**config.mk**
```make
export PLATFORM = sky130hd
export DESIGN_NAME = alu_issue_ctrl_flat
export DESIGN_NICKNAME = d
export VERILOG_FILES = /design/src/rtl/alu_pkg.sv /design/src/rtl/alu_issue_ctrl_if.sv /design/src/rtl/alu_op_decode.sv /design/src/rtl/alu_issue_ctrl.sv /design/src/flat_wrapper.sv
export SDC_FILE = /design/constraint.sdc
export NUM_CORES = 1
export LEC_CHECK = 0
export ABC_AREA = 1
export BUFFER_PORTS_ARGS = -buffer_cell sky130_fd_sc_hd__buf_2
export CELL_PAD_IN_SITES_DETAIL_PLACEMENT = 0
export CELL_PAD_IN_SITES_GLOBAL_PLACEMENT = 1
export CORE_MARGIN = 8
export CORE_UTILIZATION = 29
export DETAILED_ROUTE_END_ITERATION = 8
export PLACE_DENSITY = 0.78
export SLEW_MARGIN = 20
export SYNTH_ARGS = -nofsm -noshare
export SYNTH_HDL_FRONTEND = slang
export SYNTH_SLANG_ARGS = --single-unit
```
**constraint.sdc**
```tcl
create_clock -name clock -period 1 [get_ports clock]
set_input_delay 0.1 -clock clock [delete_from_list [all_inputs] [get_ports clock]]
set_output_delay 0.1 -clock clock [all_outputs]
set_load 0.01 [all_outputs]
```
**src/rtl/alu_pkg.sv**
```systemverilog
// Shared constants for the ALU issue controller: ALU opcodes, RISC-V funct3
// codes and the issue FSM state encoding.
package alu_pkg;

    // 3-bit opcodes understood by the downstream combinational ALU
    localparam logic [2:0] ALU_OP_ADD = 3'b000;
    localparam logic [2:0] ALU_OP_SUB = 3'b001;
    localparam logic [2:0] ALU_OP_AND = 3'b010;
    localparam logic [2:0] ALU_OP_OR  = 3'b011;
    localparam logic [2:0] ALU_OP_XOR = 3'b100;
    localparam logic [2:0] ALU_OP_SLL = 3'b101;
    localparam logic [2:0] ALU_OP_SRL = 3'b110;
    localparam logic [2:0] ALU_OP_SRA = 3'b111;

    // RISC-V OP / OP-IMM funct3 field values
    localparam logic [2:0] F3_ADD_SUB = 3'b000;
    localparam logic [2:0] F3_SLL     = 3'b001;
    localparam logic [2:0] F3_SLT     = 3'b010;
    localparam logic [2:0] F3_SLTU    = 3'b011;
    localparam logic [2:0] F3_XOR     = 3'b100;
    localparam logic [2:0] F3_SRL_SRA = 3'b101;
    localparam logic [2:0] F3_OR      = 3'b110;
    localparam logic [2:0] F3_AND     = 3'b111;

    // Issue FSM encoding
    localparam logic [1:0] ST_IDLE = 2'd0;
    localparam logic [1:0] ST_EXEC = 2'd1;
    localparam logic [1:0] ST_RESP = 2'd2;

endpackage

```
**src/rtl/alu_issue_ctrl_if.sv**
```systemverilog
// Request, ALU and response signals of the ALU issue controller.
// The controller binds to the slave modport; its environment uses master.
interface alu_issue_ctrl_if #(
    parameter int DATA_W = 32,
    parameter int TAG_W  = 4
);
    // decode -> controller request channel
    logic              req_valid;
    logic              req_ready;
    logic [2:0]        req_funct3;
    logic              req_funct7b5;
    logic              req_is_imm;
    logic [DATA_W-1:0] req_rs1;
    logic [DATA_W-1:0] req_rs2;
    logic [TAG_W-1:0]  req_tag;

    // controller <-> combinational ALU
    logic [2:0]        alu_opcode;
    logic [DATA_W-1:0] alu_op_0;
    logic [DATA_W-1:0] alu_op_1;
    logic [DATA_W-1:0] alu_out;

    // controller -> consumer response channel
    logic              rsp_valid;
    logic              rsp_ready;
    logic [DATA_W-1:0] rsp_result;
    logic              rsp_zero;
    logic              rsp_negative;
    logic              rsp_illegal;
    logic [TAG_W-1:0]  rsp_tag;

    modport slave (
        input  req_valid, req_funct3, req_funct7b5, req_is_imm, req_rs1, req_rs2, req_tag,
        output req_ready,
        output alu_opcode, alu_op_0, alu_op_1,
        input  alu_out,
        output rsp_valid, rsp_result, rsp_zero, rsp_negative, rsp_illegal, rsp_tag,
        input  rsp_ready
    );

    modport master (
        output req_valid, req_funct3, req_funct7b5, req_is_imm, req_rs1, req_rs2, req_tag,
        input  req_ready,
        input  alu_opcode, alu_op_0, alu_op_1,
        output alu_out,
        input  rsp_valid, rsp_result, rsp_zero, rsp_negative, rsp_illegal, rsp_tag,
        output rsp_ready
    );

endinterface

```
**src/rtl/alu_op_decode.sv**
```systemverilog
// Maps RISC-V funct3/funct7[5]/OP-IMM form onto the 3-bit ALU opcode.
// Build option: define ALU_SLT_EN to support SLT/SLTU (issued as SUB);
// without it those funct3 codes are flagged illegal and issued as ADD.
module alu_op_decode
    import alu_pkg::*;
(
    input  logic [2:0] funct3,
    input  logic       funct7b5,
    input  logic       is_imm,
    output logic [2:0] alu_opcode,
    output logic       is_slt,
    output logic       is_sltu,
    output logic       illegal
);

    // Pure decode table; funct7[5] only matters for ADD/SUB and SRL/SRA
    always_comb begin
        // NOTE: every output gets a default before the case so no path leaves one unassigned (no latch).
        alu_opcode = ALU_OP_ADD;
        is_slt     = 1'b0;
        is_sltu    = 1'b0;
        illegal    = 1'b0;
        case (funct3)
            F3_ADD_SUB: alu_opcode = (funct7b5 && !is_imm) ? ALU_OP_SUB : ALU_OP_ADD;
            F3_SLL:     alu_opcode = ALU_OP_SLL;
            F3_XOR:     alu_opcode = ALU_OP_XOR;
            F3_SRL_SRA: alu_opcode = funct7b5 ? ALU_OP_SRA : ALU_OP_SRL;
            F3_OR:      alu_opcode = ALU_OP_OR;
            F3_AND:     alu_opcode = ALU_OP_AND;
`ifdef ALU_SLT_EN
            F3_SLT: begin
                alu_opcode = ALU_OP_SUB;
                is_slt     = 1'b1;
            end
            F3_SLTU: begin
                alu_opcode = ALU_OP_SUB;
                is_sltu    = 1'b1;
            end
`else
            F3_SLT, F3_SLTU: illegal = 1'b1;
`endif
            default: alu_opcode = ALU_OP_ADD;
        endcase
    end

endmodule

```
**src/rtl/alu_issue_ctrl.sv**
```systemverilog
// Initiator side of the ALU interface: accepts a decoded integer op, drives
// the ALU operand buses for one settle cycle, then presents the registered
// result and flags on a valid/ready response port.
// Build option: ALU_SLT_EN (SLT/SLTU support, see alu_op_decode).
module alu_issue_ctrl
    import alu_pkg::*;
#(
    parameter int DATA_W = 32,
    parameter int TAG_W  = 4
) (
    input  logic              clock,
    input  logic              reset_n,
    alu_issue_ctrl_if.slave   bus
);

    localparam int MSB = DATA_W - 1;

    logic [1:0]        state;
    logic              accept;
    logic [2:0]        dec_opcode;
    logic              dec_slt;
    logic              dec_sltu;
    logic              dec_illegal;
    logic [TAG_W-1:0]  tag_q;
    logic              slt_q;
    logic              sltu_q;
    logic              illegal_q;
    logic              sign_diff;
    logic [DATA_W-1:0] result_d;

    alu_op_decode u_decode (
        .funct3     (bus.req_funct3),
        .funct7b5   (bus.req_funct7b5),
        .is_imm     (bus.req_is_imm),
        .alu_opcode (dec_opcode),
        .is_slt     (dec_slt),
        .is_sltu    (dec_sltu),
        .illegal    (dec_illegal)
    );

    // A new op may enter while idle, or in the same edge the held response drains
    assign bus.req_ready = (state == ST_IDLE) || ((state == ST_RESP) && bus.rsp_ready);
    assign accept        = bus.req_valid && bus.req_ready;

    // Issue FSM: IDLE -> EXEC (ALU settles) -> RESP (hold until consumed)
    always_ff @(posedge clock or negedge reset_n) begin
        if (!reset_n) begin
            state <= ST_IDLE;
        end else begin
            // NOTE: sequential state uses non-blocking assignment so every register samples pre-edge values.
            case (state)
                ST_IDLE: if (accept) state <= ST_EXEC;
                ST_EXEC: state <= ST_RESP;
                ST_RESP: if (bus.rsp_ready) state <= accept ? ST_EXEC : ST_IDLE;
                default: state <= ST_IDLE;
            endcase
        end
    end

    // Latch opcode, operands, tag and result kind when a request is accepted
    always_ff @(posedge clock or negedge reset_n) begin
        if (!reset_n) begin
            bus.alu_opcode <= ALU_OP_ADD;
            bus.alu_op_0   <= '0;
            bus.alu_op_1   <= '0;
            tag_q          <= '0;
            slt_q          <= 1'b0;
            sltu_q         <= 1'b0;
            illegal_q      <= 1'b0;
        end else if (accept) begin
            bus.alu_opcode <= dec_opcode;
            bus.alu_op_0   <= bus.req_rs1;
            bus.alu_op_1   <= bus.req_rs2;
            tag_q          <= bus.req_tag;
            slt_q          <= dec_slt;
            sltu_q         <= dec_sltu;
            illegal_q      <= dec_illegal;
        end
    end

    // Final result: SLT/SLTU reduce the SUB output to one bit using the operand
    // signs to resolve overflow; illegal ops return zero
    always_comb begin
        sign_diff = bus.alu_op_0[MSB] ^ bus.alu_op_1[MSB];
        result_d  = bus.alu_out;
        if (illegal_q) begin
            result_d = '0;
        end else if (slt_q) begin
            result_d = {{(DATA_W-1){1'b0}}, sign_diff ? bus.alu_op_0[MSB] : bus.alu_out[MSB]};
        end else if (sltu_q) begin
            result_d = {{(DATA_W-1){1'b0}}, sign_diff ? bus.alu_op_1[MSB] : bus.alu_out[MSB]};
        end
    end

    // Capture result and flags at the end of EXEC; hold them until consumed
    always_ff @(posedge clock or negedge reset_n) begin
        if (!reset_n) begin
            bus.rsp_valid    <= 1'b0;
            bus.rsp_result   <= '0;
            bus.rsp_zero     <= 1'b0;
            bus.rsp_negative <= 1'b0;
            bus.rsp_illegal  <= 1'b0;
            bus.rsp_tag      <= '0;
        end else if (state == ST_EXEC) begin
            bus.rsp_valid    <= 1'b1;
            bus.rsp_result   <= result_d;
            bus.rsp_zero     <= (result_d == '0);
            bus.rsp_negative <= result_d[MSB];
            bus.rsp_illegal  <= illegal_q;
            bus.rsp_tag      <= tag_q;
        end else if ((state == ST_RESP) && bus.rsp_ready) begin
            bus.rsp_valid    <= 1'b0;
        end
    end

endmodule

```
**src/flat_wrapper.sv**
```systemverilog
// flat-port wrapper written by rule: the top's interface ports become plain ports
module alu_issue_ctrl_flat import alu_pkg::*;
#(
    parameter int DATA_W = 32,
    parameter int TAG_W  = 4
)
  (clock, reset_n, bus_req_valid, bus_req_funct3, bus_req_funct7b5, bus_req_is_imm, bus_req_rs1, bus_req_rs2, bus_req_tag, bus_req_ready, bus_alu_opcode, bus_alu_op_0, bus_alu_op_1, bus_alu_out, bus_rsp_valid, bus_rsp_result, bus_rsp_zero, bus_rsp_negative, bus_rsp_illegal, bus_rsp_tag, bus_rsp_ready);
  alu_issue_ctrl_if #(.DATA_W(DATA_W), .TAG_W(TAG_W)) bus_i ();
  input  logic clock;
  input  logic reset_n;
  input wire logic [$bits(bus_i.req_valid)-1:0] bus_req_valid;
  input wire logic [$bits(bus_i.req_funct3)-1:0] bus_req_funct3;
  input wire logic [$bits(bus_i.req_funct7b5)-1:0] bus_req_funct7b5;
  input wire logic [$bits(bus_i.req_is_imm)-1:0] bus_req_is_imm;
  input wire logic [$bits(bus_i.req_rs1)-1:0] bus_req_rs1;
  input wire logic [$bits(bus_i.req_rs2)-1:0] bus_req_rs2;
  input wire logic [$bits(bus_i.req_tag)-1:0] bus_req_tag;
  output wire logic [$bits(bus_i.req_ready)-1:0] bus_req_ready;
  output wire logic [$bits(bus_i.alu_opcode)-1:0] bus_alu_opcode;
  output wire logic [$bits(bus_i.alu_op_0)-1:0] bus_alu_op_0;
  output wire logic [$bits(bus_i.alu_op_1)-1:0] bus_alu_op_1;
  input wire logic [$bits(bus_i.alu_out)-1:0] bus_alu_out;
  output wire logic [$bits(bus_i.rsp_valid)-1:0] bus_rsp_valid;
  output wire logic [$bits(bus_i.rsp_result)-1:0] bus_rsp_result;
  output wire logic [$bits(bus_i.rsp_zero)-1:0] bus_rsp_zero;
  output wire logic [$bits(bus_i.rsp_negative)-1:0] bus_rsp_negative;
  output wire logic [$bits(bus_i.rsp_illegal)-1:0] bus_rsp_illegal;
  output wire logic [$bits(bus_i.rsp_tag)-1:0] bus_rsp_tag;
  input wire logic [$bits(bus_i.rsp_ready)-1:0] bus_rsp_ready;
  assign bus_i.req_valid = bus_req_valid;
  assign bus_i.req_funct3 = bus_req_funct3;
  assign bus_i.req_funct7b5 = bus_req_funct7b5;
  assign bus_i.req_is_imm = bus_req_is_imm;
  assign bus_i.req_rs1 = bus_req_rs1;
  assign bus_i.req_rs2 = bus_req_rs2;
  assign bus_i.req_tag = bus_req_tag;
  assign bus_req_ready = bus_i.req_ready;
  assign bus_alu_opcode = bus_i.alu_opcode;
  assign bus_alu_op_0 = bus_i.alu_op_0;
  assign bus_alu_op_1 = bus_i.alu_op_1;
  assign bus_i.alu_out = bus_alu_out;
  assign bus_rsp_valid = bus_i.rsp_valid;
  assign bus_rsp_result = bus_i.rsp_result;
  assign bus_rsp_zero = bus_i.rsp_zero;
  assign bus_rsp_negative = bus_i.rsp_negative;
  assign bus_rsp_illegal = bus_i.rsp_illegal;
  assign bus_rsp_tag = bus_i.rsp_tag;
  assign bus_i.rsp_ready = bus_rsp_ready;
  alu_issue_ctrl #(.DATA_W(DATA_W), .TAG_W(TAG_W)) u_core (.clock(clock), .reset_n(reset_n), .bus(bus_i));
endmodule
```
# == After elaboration in Yosys (flattened, before gate mapping) ==
# Index checks and enable logic that the tools add are counted.
# op_classes
eq_ne,11
muxes,11
reduce_logical,11
# ops
op,n
$logic_not A32 Y1,1
$mux W32,1
$pmux W3 S6,1
$eq A3 B3 Y1 const B,4
$eq A3 B2 Y1 const B,2
$mux W1,6
$pmux W2 S3,1
$mux W2,2
$eq A3 B1 Y1 const B,1
$logic_and A1 B1 Y1,3
$logic_not A3 Y1,1
$eq A2 B1 Y1 const B,1
$eq A2 B2 Y1 const B,1
$logic_not A2 Y1,1
$ne A2 B1 Y1 const B,1
$ne A2 B2 Y1 const B,1
$reduce_and A2 Y1,1
$reduce_bool A2 Y1,1
$reduce_or A2 Y1,1
$logic_not A1 Y1,1
$logic_or A1 B1 Y1,1
# totals
reg_bits,114
inputBits,109
out_inout_bits,108
elab_cells,45

# == Longest topological paths before layout ==
# Gate-level depths: netlist (run 1).
# logic_depth
ltp_word,7
depth_mapped,9
depth_no_buf,8

# == Modules after synthesis ==
# Synthesis (run 1) repeated with hierarchy kept, for this count alone.
# hier_totals
cells_unflattened,521
hier_area_um2,4710.8
# modules_own_cells
module,n_inst,cells_per_inst,area_per_inst_um2,seq_area_each_um2
alu_issue_ctrl,1,504,4633.2,2877.8
alu_op_decode,1,17,77.6,0.0

# == Worst setup path before layout (run 1) ==
# No wires, ideal clock.
# synth_timing
kind,reg2reg
from,register u_core.state[1]
to,register u_core.bus.alu_opcode[0]
setup_time_ns,0.117
t_arrival_ns,1.076
required_time_ns,0.883
slack_ns,-0.193
path_stages_with_launch,9
path_buffers,2
synth_period_minus_slack_ns,1.193
path_cell_list,dfrtp_1 -> nand2_1 -> nand2_1 -> inv_1 -> nand2_1 -> buf_4 -> buf_4 -> nand2_1 -> nand2_1
# synth_via
elab_chain_cells,4
# synth_rtl
element,line,rtl
start: declaration,alu_issue_ctrl.sv:18,logic [1:0] state;
start signal: assignment,alu_issue_ctrl.sv:54,ST_RESP: if (bus.rsp_ready) state <= accept ? ST_EXEC : ST_IDLE;
$eq A2 B2 Y1,alu_issue_ctrl.sv:42,assign bus.req_ready = (state == ST_IDLE) || ((state == ST_RESP) && bus.rsp_ready);
$logic_and A1 B1 Y1,alu_issue_ctrl.sv:42,
$logic_or A1 B1 Y1 (*),alu_issue_ctrl.sv:42,
net bus_req_ready,flat_wrapper.sv:18,output wire logic [$bits(bus_i.req_ready)-1:0] bus_req_ready;
$logic_and A1 B1 Y1 (*),alu_issue_ctrl.sv:43,assign accept = bus.req_valid && bus.req_ready;
end signal: assignment,alu_issue_ctrl.sv:71,bus.alu_opcode <= dec_opcode;
end: declaration,alu_issue_ctrl_if.sv:35,"output alu_opcode, alu_op_0, alu_op_1,"
# Mark *: on every way through the listed nets, which the timed path passes. The rest lies on a longest branch.
# A chain may end at the register's enable or synchronous reset.

# == Worst setup path after layout (run 1) ==
# layout_timing
from,register u_core.state[0]
to,register u_core.bus.alu_op_0[6]
# layout_via
elab_chain_cells,4
# layout_rtl
element,line,rtl
$eq A2 B2 Y1,alu_issue_ctrl.sv:42,
$logic_and A1 B1 Y1,alu_issue_ctrl.sv:42,
$logic_or A1 B1 Y1 (*),alu_issue_ctrl.sv:42,
$logic_and A1 B1 Y1 (*),alu_issue_ctrl.sv:43,
end signal: assignment,alu_issue_ctrl.sv:72,bus.alu_op_0 <= bus.req_rs1;
end: declaration,alu_issue_ctrl_if.sv:35,
# Mark *: on every way between the ends. The rest lies on a longest branch, timed or not.

==> results of run 1 <==
-- registers in the layout, indices dropped and copies added (netlist names) --
signal                   flops
u_core.state                 2
u_core.tag_q                 4
u_core.illegal_q             1
u_core.bus.alu_opcode        3
u_core.bus.rsp_illegal       1
u_core.bus.alu_op_0         32
u_core.bus.rsp_result       31
u_core.bus.alu_op_1         32
u_core.bus.rsp_zero          1
u_core.bus.rsp_valid         1
u_core.bus.rsp_negative      1
u_core.bus.rsp_tag           4
-- layout make-up --
| type | count | area (sq um) |
|---|---|---|
| Tap cell | 188 | 235.2 |
| Clock inverter | 15 | 185.2 |
| Sequential cell | 113 | 2828 |
| Multi-Input combinational cell | 357 | 1836 |
| Inverter | 16 | 80.08 |
| Timing Repair Buffer | 435 | 3796 |
| Clock buffer | 17 | 425.4 |
| Fill cell | 1183 | 5761 |
-- path summary, 6_finish.rpt --
check / end
setup / recovery: u_core.bus.alu_op_0[6]
hold reg to reg: u_core.tag_q[0]
hold / removal: u_core.bus.alu_opcode[0]
setup reg to reg: u_core.bus.alu_op_0[6]
max in group asynchronous: u_core.bus.alu_op_1[27]
min in group asynchronous: u_core.bus.rsp_result[2]
-- routing by layer --
metal  GRT usage, %  share of wire (%)  vias up
met5              0                  0        -
met4          6.571                2.6        0
met3          6.626                6.8       41
met2          29.83                 52      209
met1          19.67                 38     2517
li1               -                  -     2458
-- power groups by stage --
stage	Combinational [mW]	Clock, mW	Sequential, mW
finish	8.97	6.27	6.78
CTS	7.07	6.33	6.60
global route	9.63	6.58	6.90
detailed placement	4.92	0	6.56
global placement	4.87	0	6.56
floorplan	1.83	0	7.19
-- repair_timing --
| action | CTS | global route |
|---|---|---|
| cloned | 8 | 7 |
| hold buffers | 101 | 0 |
| setup buffers | 35 | 37 |
| gates resized for setup | 109 | 93 |
| endpoints found under the hold margin | 213 | 0 |
| endpoints found under the setup margin | 220 | 221 |
| pin swaps | 7 | 14 |
-- worst max-delay path: cells and delay by family, from the launching register on --
family | cells | cell delay [ns]
buf+inv | 4 | 0.44
flops | 1 | 0.39
simple gates | 4 | 0.30
-- logic make-up (layout without fill, tap and decap cells) --
| group | after synthesis | after routing |
|---|---|---|
| DFF | 113 | 113 |
| AOI/OAI and AO/OA | 58 | 58 |
| and+or+nand+nor | 298 | 299 |
| buffers and inverters | 43 | 483 |
-- cells in the mapped netlist --
master      n  area (sq um)
nand2_1   285          1070
o211ai_1    1         7.510
o22ai_1     1         6.260
buf_4       9         67.56
buf_6       1         11.26
inv_2       2         7.510
nand3_1     4         20.02
o21ai_0    45         225.2
dfrtp_1   113          2828
nor2_1      7         26.28
a21oi_2     1         8.760
a21oi_1     4         20.02
o21ai_2     1         8.760
buf_2      13         65.06
o31ai_1     5         37.54
nand4_1     2         12.51
inv_1      14         52.55
clkbuf_1    4         15.01
==> impl_metrics.yaml, run 1 <==
yosys:
  ys_seq_area_share_pct: 62.99
  avgSynthCellArea_sq_um: 8.768
  netlist_area_sq_um: 4489
  synth_top_family_by_area: "simple AND/OR/NAND/NOR gates"
  syn-num-nets: 621
  netlist-cell-type-count: 18
  synthXorXnorAreaFrac_pct: 0
  yosysWarnings: 0
  synth_compound_area_share_pct: 6.996
  synthCells: 512
  yosys.area_share.simple_pct: 25.14
  yosys.area_share.adder_pct: 0
  synthMuxAreaShare_pct: 0
  ys_seq_elements: 113
sta:
  finalCritPeriodShare_pct: 123.4
  finalSetupViolations: 221
  period_needed_ns: 1.234
  fmax_mhz: 810.1
  hold_viol_final: 0
  clock_skew_ns: 0.01512
  fin_ws_ns: -0.2344
  rsz0062_at_grt: "true"
  tightest_slew_ns: 0.3854
  slew_headroom_pct: 74.31
  fin_setup_tns_ns: -21.21
  final_max_slew_viol_count: 0
  fin_hold_ws_ns: 0.02228
clock_network:
  cts_inserted_buffers: 17
  cts_tree: "yes"
  cts_root_buf: "clkbuf_16"
  clock_sinks: 113
  clk_pin_slew_ns: 0.06
  worst_skew_pair.late_latency_ns: 0.42
  ctsLongestPathBuffers: 2
  h-tree-depth: 4
cells_and_area:
  antenna_cells: 0
  mostFrequentLayoutCell: "nand2_1"
  mostFrequentLayoutCells: "nand2_1, buf_2, dfrtp_1, dlygate4sd3_1, buf_4"
  final_area_sq_um: 9385
  drive_gt1_share_pct: 46.69
  fin_cells: 1141
  area_growth_pct: 109.1
  postLayoutCoreUtil_pct: 61.97
  fin_nets: 1049
status:
  status: "finished, violations left"
  violations: "setup timing"
detailed_routing:
  first_pass_iters: 4
  drt-vias-per-instance: 4.579
  wire_per_inst_um: 17.29
  vias: 5225
  ant_nets: 0
  route.detailed.drc: 0
  wl_um: 19730
  drt_iter0_markers: 220
worst_setup_path:
  cpMostUsedCell: "nand2_1"
  crit_path_start_kind: "flip-flop"
  worstSetupPathType: "reg2reg"
  crit_path_end_kind: "flip-flop"
  crit_slowest_cell: "dfrtp_1"
  cp_slowest_stage_delay_ns: 0.39
  r2r-start: "u_core.state[0]"
  critical_path.startpoint: "u_core.state[0]"
  r2r_cells: 8
  reg2reg_setup_slack_ns: -0.23
  cp_cell_sequence: "inv_2 -> nand2_1 -> inv_2 -> nand2_4 -> buf_12 -> buf_12 -> nand2_1 -> nand2_1"
  cp.arrival_ns: 1.53
  required_ns: 1.30
  crit_fanout: 14
pwr:
  power_switching_mw: 7.281
  p_sw_share_pct: 33.06
  vdd_drop_max_v: 0.001203
  clock_power_share_pct: 28.5
  power_frac_seq_pct: 30.8
  internal-power_mw: 14.74
  power.total_mw: 22.02
  p_comb_share_pct: 40.7
  p_leak_nw: 4.947
  pwr_density_cell_nw_per_um2: 2347
placed_design:
  place_area_sq_um: 6076
  gp_congestion: 0.7617
  pre_cts_ws_ns: -0.2012
  port_buffers: 216
  place_inst: 923
  dp_hpwl_um: 10470
floorplanning:
  start_util_pct: 29.64
  die_h_um: 140.4
  rows: 45
  core_sq_um: 15150
  die_x_um: 140.4
  die_area_sq_um: 19720
  io_pins: 217
global_routing:
  antenna_found_initial: 0
  grt_overflow: 0
  grt_max_degree: 38
  track_usage_pct: 17.56
  grt_pass1_wl_um: 27610
  first_global_vias: 5344
run:
  max-cap-violations: 0
worst_hold_path:
  worstHoldStart: "bus_req_is_imm"
  hold_path_depth: 4
  hold_class: "in2reg"
No activity file was read; power rests on OpenSTA's default activity.
==> run 2, diff against run 1 <==
--- a/config.mk
+++ b/config.mk
@@ -8,12 +8,11 @@
 export ABC_AREA = 1
 export BUFFER_PORTS_ARGS = -buffer_cell sky130_fd_sc_hd__buf_2
 export CELL_PAD_IN_SITES_DETAIL_PLACEMENT = 0
-export CELL_PAD_IN_SITES_GLOBAL_PLACEMENT = 1
+export CELL_PAD_IN_SITES_GLOBAL_PLACEMENT = 2
 export CORE_MARGIN = 8
-export CORE_UTILIZATION = 29
+export CORE_UTILIZATION = 23
 export DETAILED_ROUTE_END_ITERATION = 8
-export PLACE_DENSITY = 0.78
-export SLEW_MARGIN = 20
+export PLACE_DENSITY = 0.79
 export SYNTH_ARGS = -nofsm -noshare
 export SYNTH_HDL_FRONTEND = slang
 export SYNTH_SLANG_ARGS = --single-unit
==> impl_metrics.yaml, run 2 (same netlist as run 1, synthesis figures left out) <==
status:
  status: "finished, violations left"
  violations: "setup timing"
worst_setup_path:
  cp.arrival_ns: 1.54
  required_ns: 1.30
  crit_fanout: 8
  cp_cell_sequence: "nand2_1 -> nand2_1 -> inv_2 -> nand2_8 -> buf_12 -> buf_12 -> nand2_2 -> nand2_1"
  worstSetupPathType: "reg2reg"
  crit_slowest_cell: "dfrtp_1"
  worst_path_dominant_cell_family: "buffers and inverters"
  cp_slowest_stage_delay_ns: 0.37
  cpMostUsedCell: "nand2_1"
  crit_path_start_kind: "flip-flop"
  crit_buf_inv: 3
  crit_path_end_kind: "flip-flop"
global_routing:
  track_usage_pct: 14.37
  grt_max_degree: 46
  grt_pass1_wl_um: 27280
  first_global_vias: 5112
  antenna_found_initial: 1
  grt_overflow: 0
placed_design:
  port_buffers: 216
  place_inst: 998
  pre_cts_ws_ns: -0.2477
  dp_hpwl_um: 11030
  gp_congestion: 0.7253
clock_network:
  h-tree-depth: 4
  clk_pin_slew_ns: 0.05
  worst_skew_pair.late_latency_ns: 0.41
  cts_root_buf: "clkbuf_16"
  clock_sinks: 113
  cts_tree: "yes"
  cts_inserted_buffers: 17
  ctsLongestPathBuffers: 2
detailed_routing:
  drt_iter0_markers: 192
  wl_met1_um: 7532
  drt-vias-per-instance: 4.084
  wl_um: 18180
  first_pass_iters: 5
  wl_met2_um: 8825
  routed.top_layer: "met5"
  wire_per_inst_um: 15.05
  vias: 4933
  route.detailed.drc: 0
  wl_met3_um: 1406
  ant_nets: 0
sta:
  period_needed_ns: 1.243
  finalSetupViolations: 221
  fin_setup_tns_ns: -24.17
  clock_skew_ns: 0.005722
  fin_ws_ns: -0.2429
  slew_headroom_pct: 78.84
  rsz0062_at_grt: "true"
  hold_viol_final: 0
  fmax_mhz: 804.6
  tightest_slew_ns: 0.3141
  finalCritPeriodShare_pct: 124.3
  final_max_slew_viol_count: 0
cells_and_area:
  nFillCells: 1795
  multi_input_area_sq_um: 1725
  mostFrequentLayoutCell: "nand2_1"
  biggestRegsByFlops: "u_core.bus.alu_op_0 x32, u_core.bus.alu_op_1 x32, u_core.bus.rsp_result x31"
  postLayoutCoreUtil_pct: 47.49
  seq_area_sq_um: 2828
  drive_gt1_share_pct: 44.43
  antenna_cells: 0
  fin_cells: 1208
  mostFrequentLayoutCells: "nand2_1, buf_2, dfrtp_1, dlygate4sd3_1, buf_4"
  fin_nets: 1039
  area_growth_pct: 104.5
floorplanning:
  start_util_pct: 23.22
  rows: 51
  die_area_sq_um: 24250
  die_h_um: 155.7
  core_sq_um: 19330
  die_x_um: 155.7
  io_pins: 217
pwr:
  pwr_density_cell_nw_per_um2: 2259
  p_leak_nw: 4.824
  power.total_mw: 20.75
  vdd_drop_max_v: 0.001143
run:
  max-cap-violations: 0
worst_hold_path:
  hold_class: "in2reg"
-- run 2: cell types whose count changed in the layout (fill, tap and decap cells not counted), sizes merged --
cell and delta:
buf -6, bufbuf +1, bufinv -1, clkbuf +1, clkinv +1, clkinvlp -2, dlygate4sd3 -1, inv -2
nand2 -1
-- run 2: per-layer routing --
metal / track usage, % / vias up
met5: 0 / -
met2: 22.80 / 182
met4: 5.776 / 2
met3: 5.540 / 34
li1: - / 2440
met1: 17.22 / 2275
-- run 2: area by class of cell --
| cell class | instances | share of cell area, % |
|---|---|---|
| clock buffers | 21 | 5.014 |
| clock inverters | 11 | 1.226 |
| inverters | 16 | 0.8175 |
| multi-input cells | 356 | 18.79 |
| flip-flops and latches | 113 | 30.79 |
| well taps | 265 | 3.611 |
| repair buffers | 426 | 39.75 |
-- run 2: final timing paths --
kind	from	end	slack (ns)	cells after the start
max in group asynchronous	reset_n	u_core.bus.rsp_tag[0]	0.34	3
worst min-delay path	bus_alu_out[0]	u_core.bus.rsp_result[0]	0.05	4
worst max register to register	u_core.state[1]	u_core.bus.alu_op_0[4]	-0.24	8
worst max-delay path	u_core.state[1]	u_core.bus.alu_op_0[4]	-0.24	8
worst min register to register	u_core.bus.alu_op_1[27]	u_core.bus.alu_op_1[27]	0.46	2
min in group asynchronous	reset_n	u_core.bus.rsp_result[0]	0.11	2
-- run 2: report_power, final --
group / internal, mW / switching (mW) / total (mW)
clock: 3.77 / 2.15 / 5.91
combinational: 4.54 / 3.57 / 8.11
sequential: 5.87 / 0.855 / 6.73
total: 14.2 / 6.57 / 20.7
-- run 2: worst min-delay path: stages --
cell and delay [ns]:
buf_2 0.11, nand2_2 0.07, buf_4 0.10, o21ai_1 0.04
-- run 2: timing repair --
action / in CTS / in global routing
pin swaps: 3 / 16
gates cloned: 8 / 4
hold buffers: 100 / 0
buffers inserted: 31 / 36
endpoints found under the hold margin: 212 / 0
gates resized for setup: 92 / 92
endpoints found under the setup margin: 220 / 221
-- run 2: stage by stage --
step / hold WS (ns) / area (sq um)
final: 0.05256 / 9183
after detailed placement: -0.01003 / 6095
after floorplan: -0.1956 / 4552
after global routing: 0.04611 / 9183
after CTS: 0.001569 / 8493
after global placement: -0.007563 / 6095
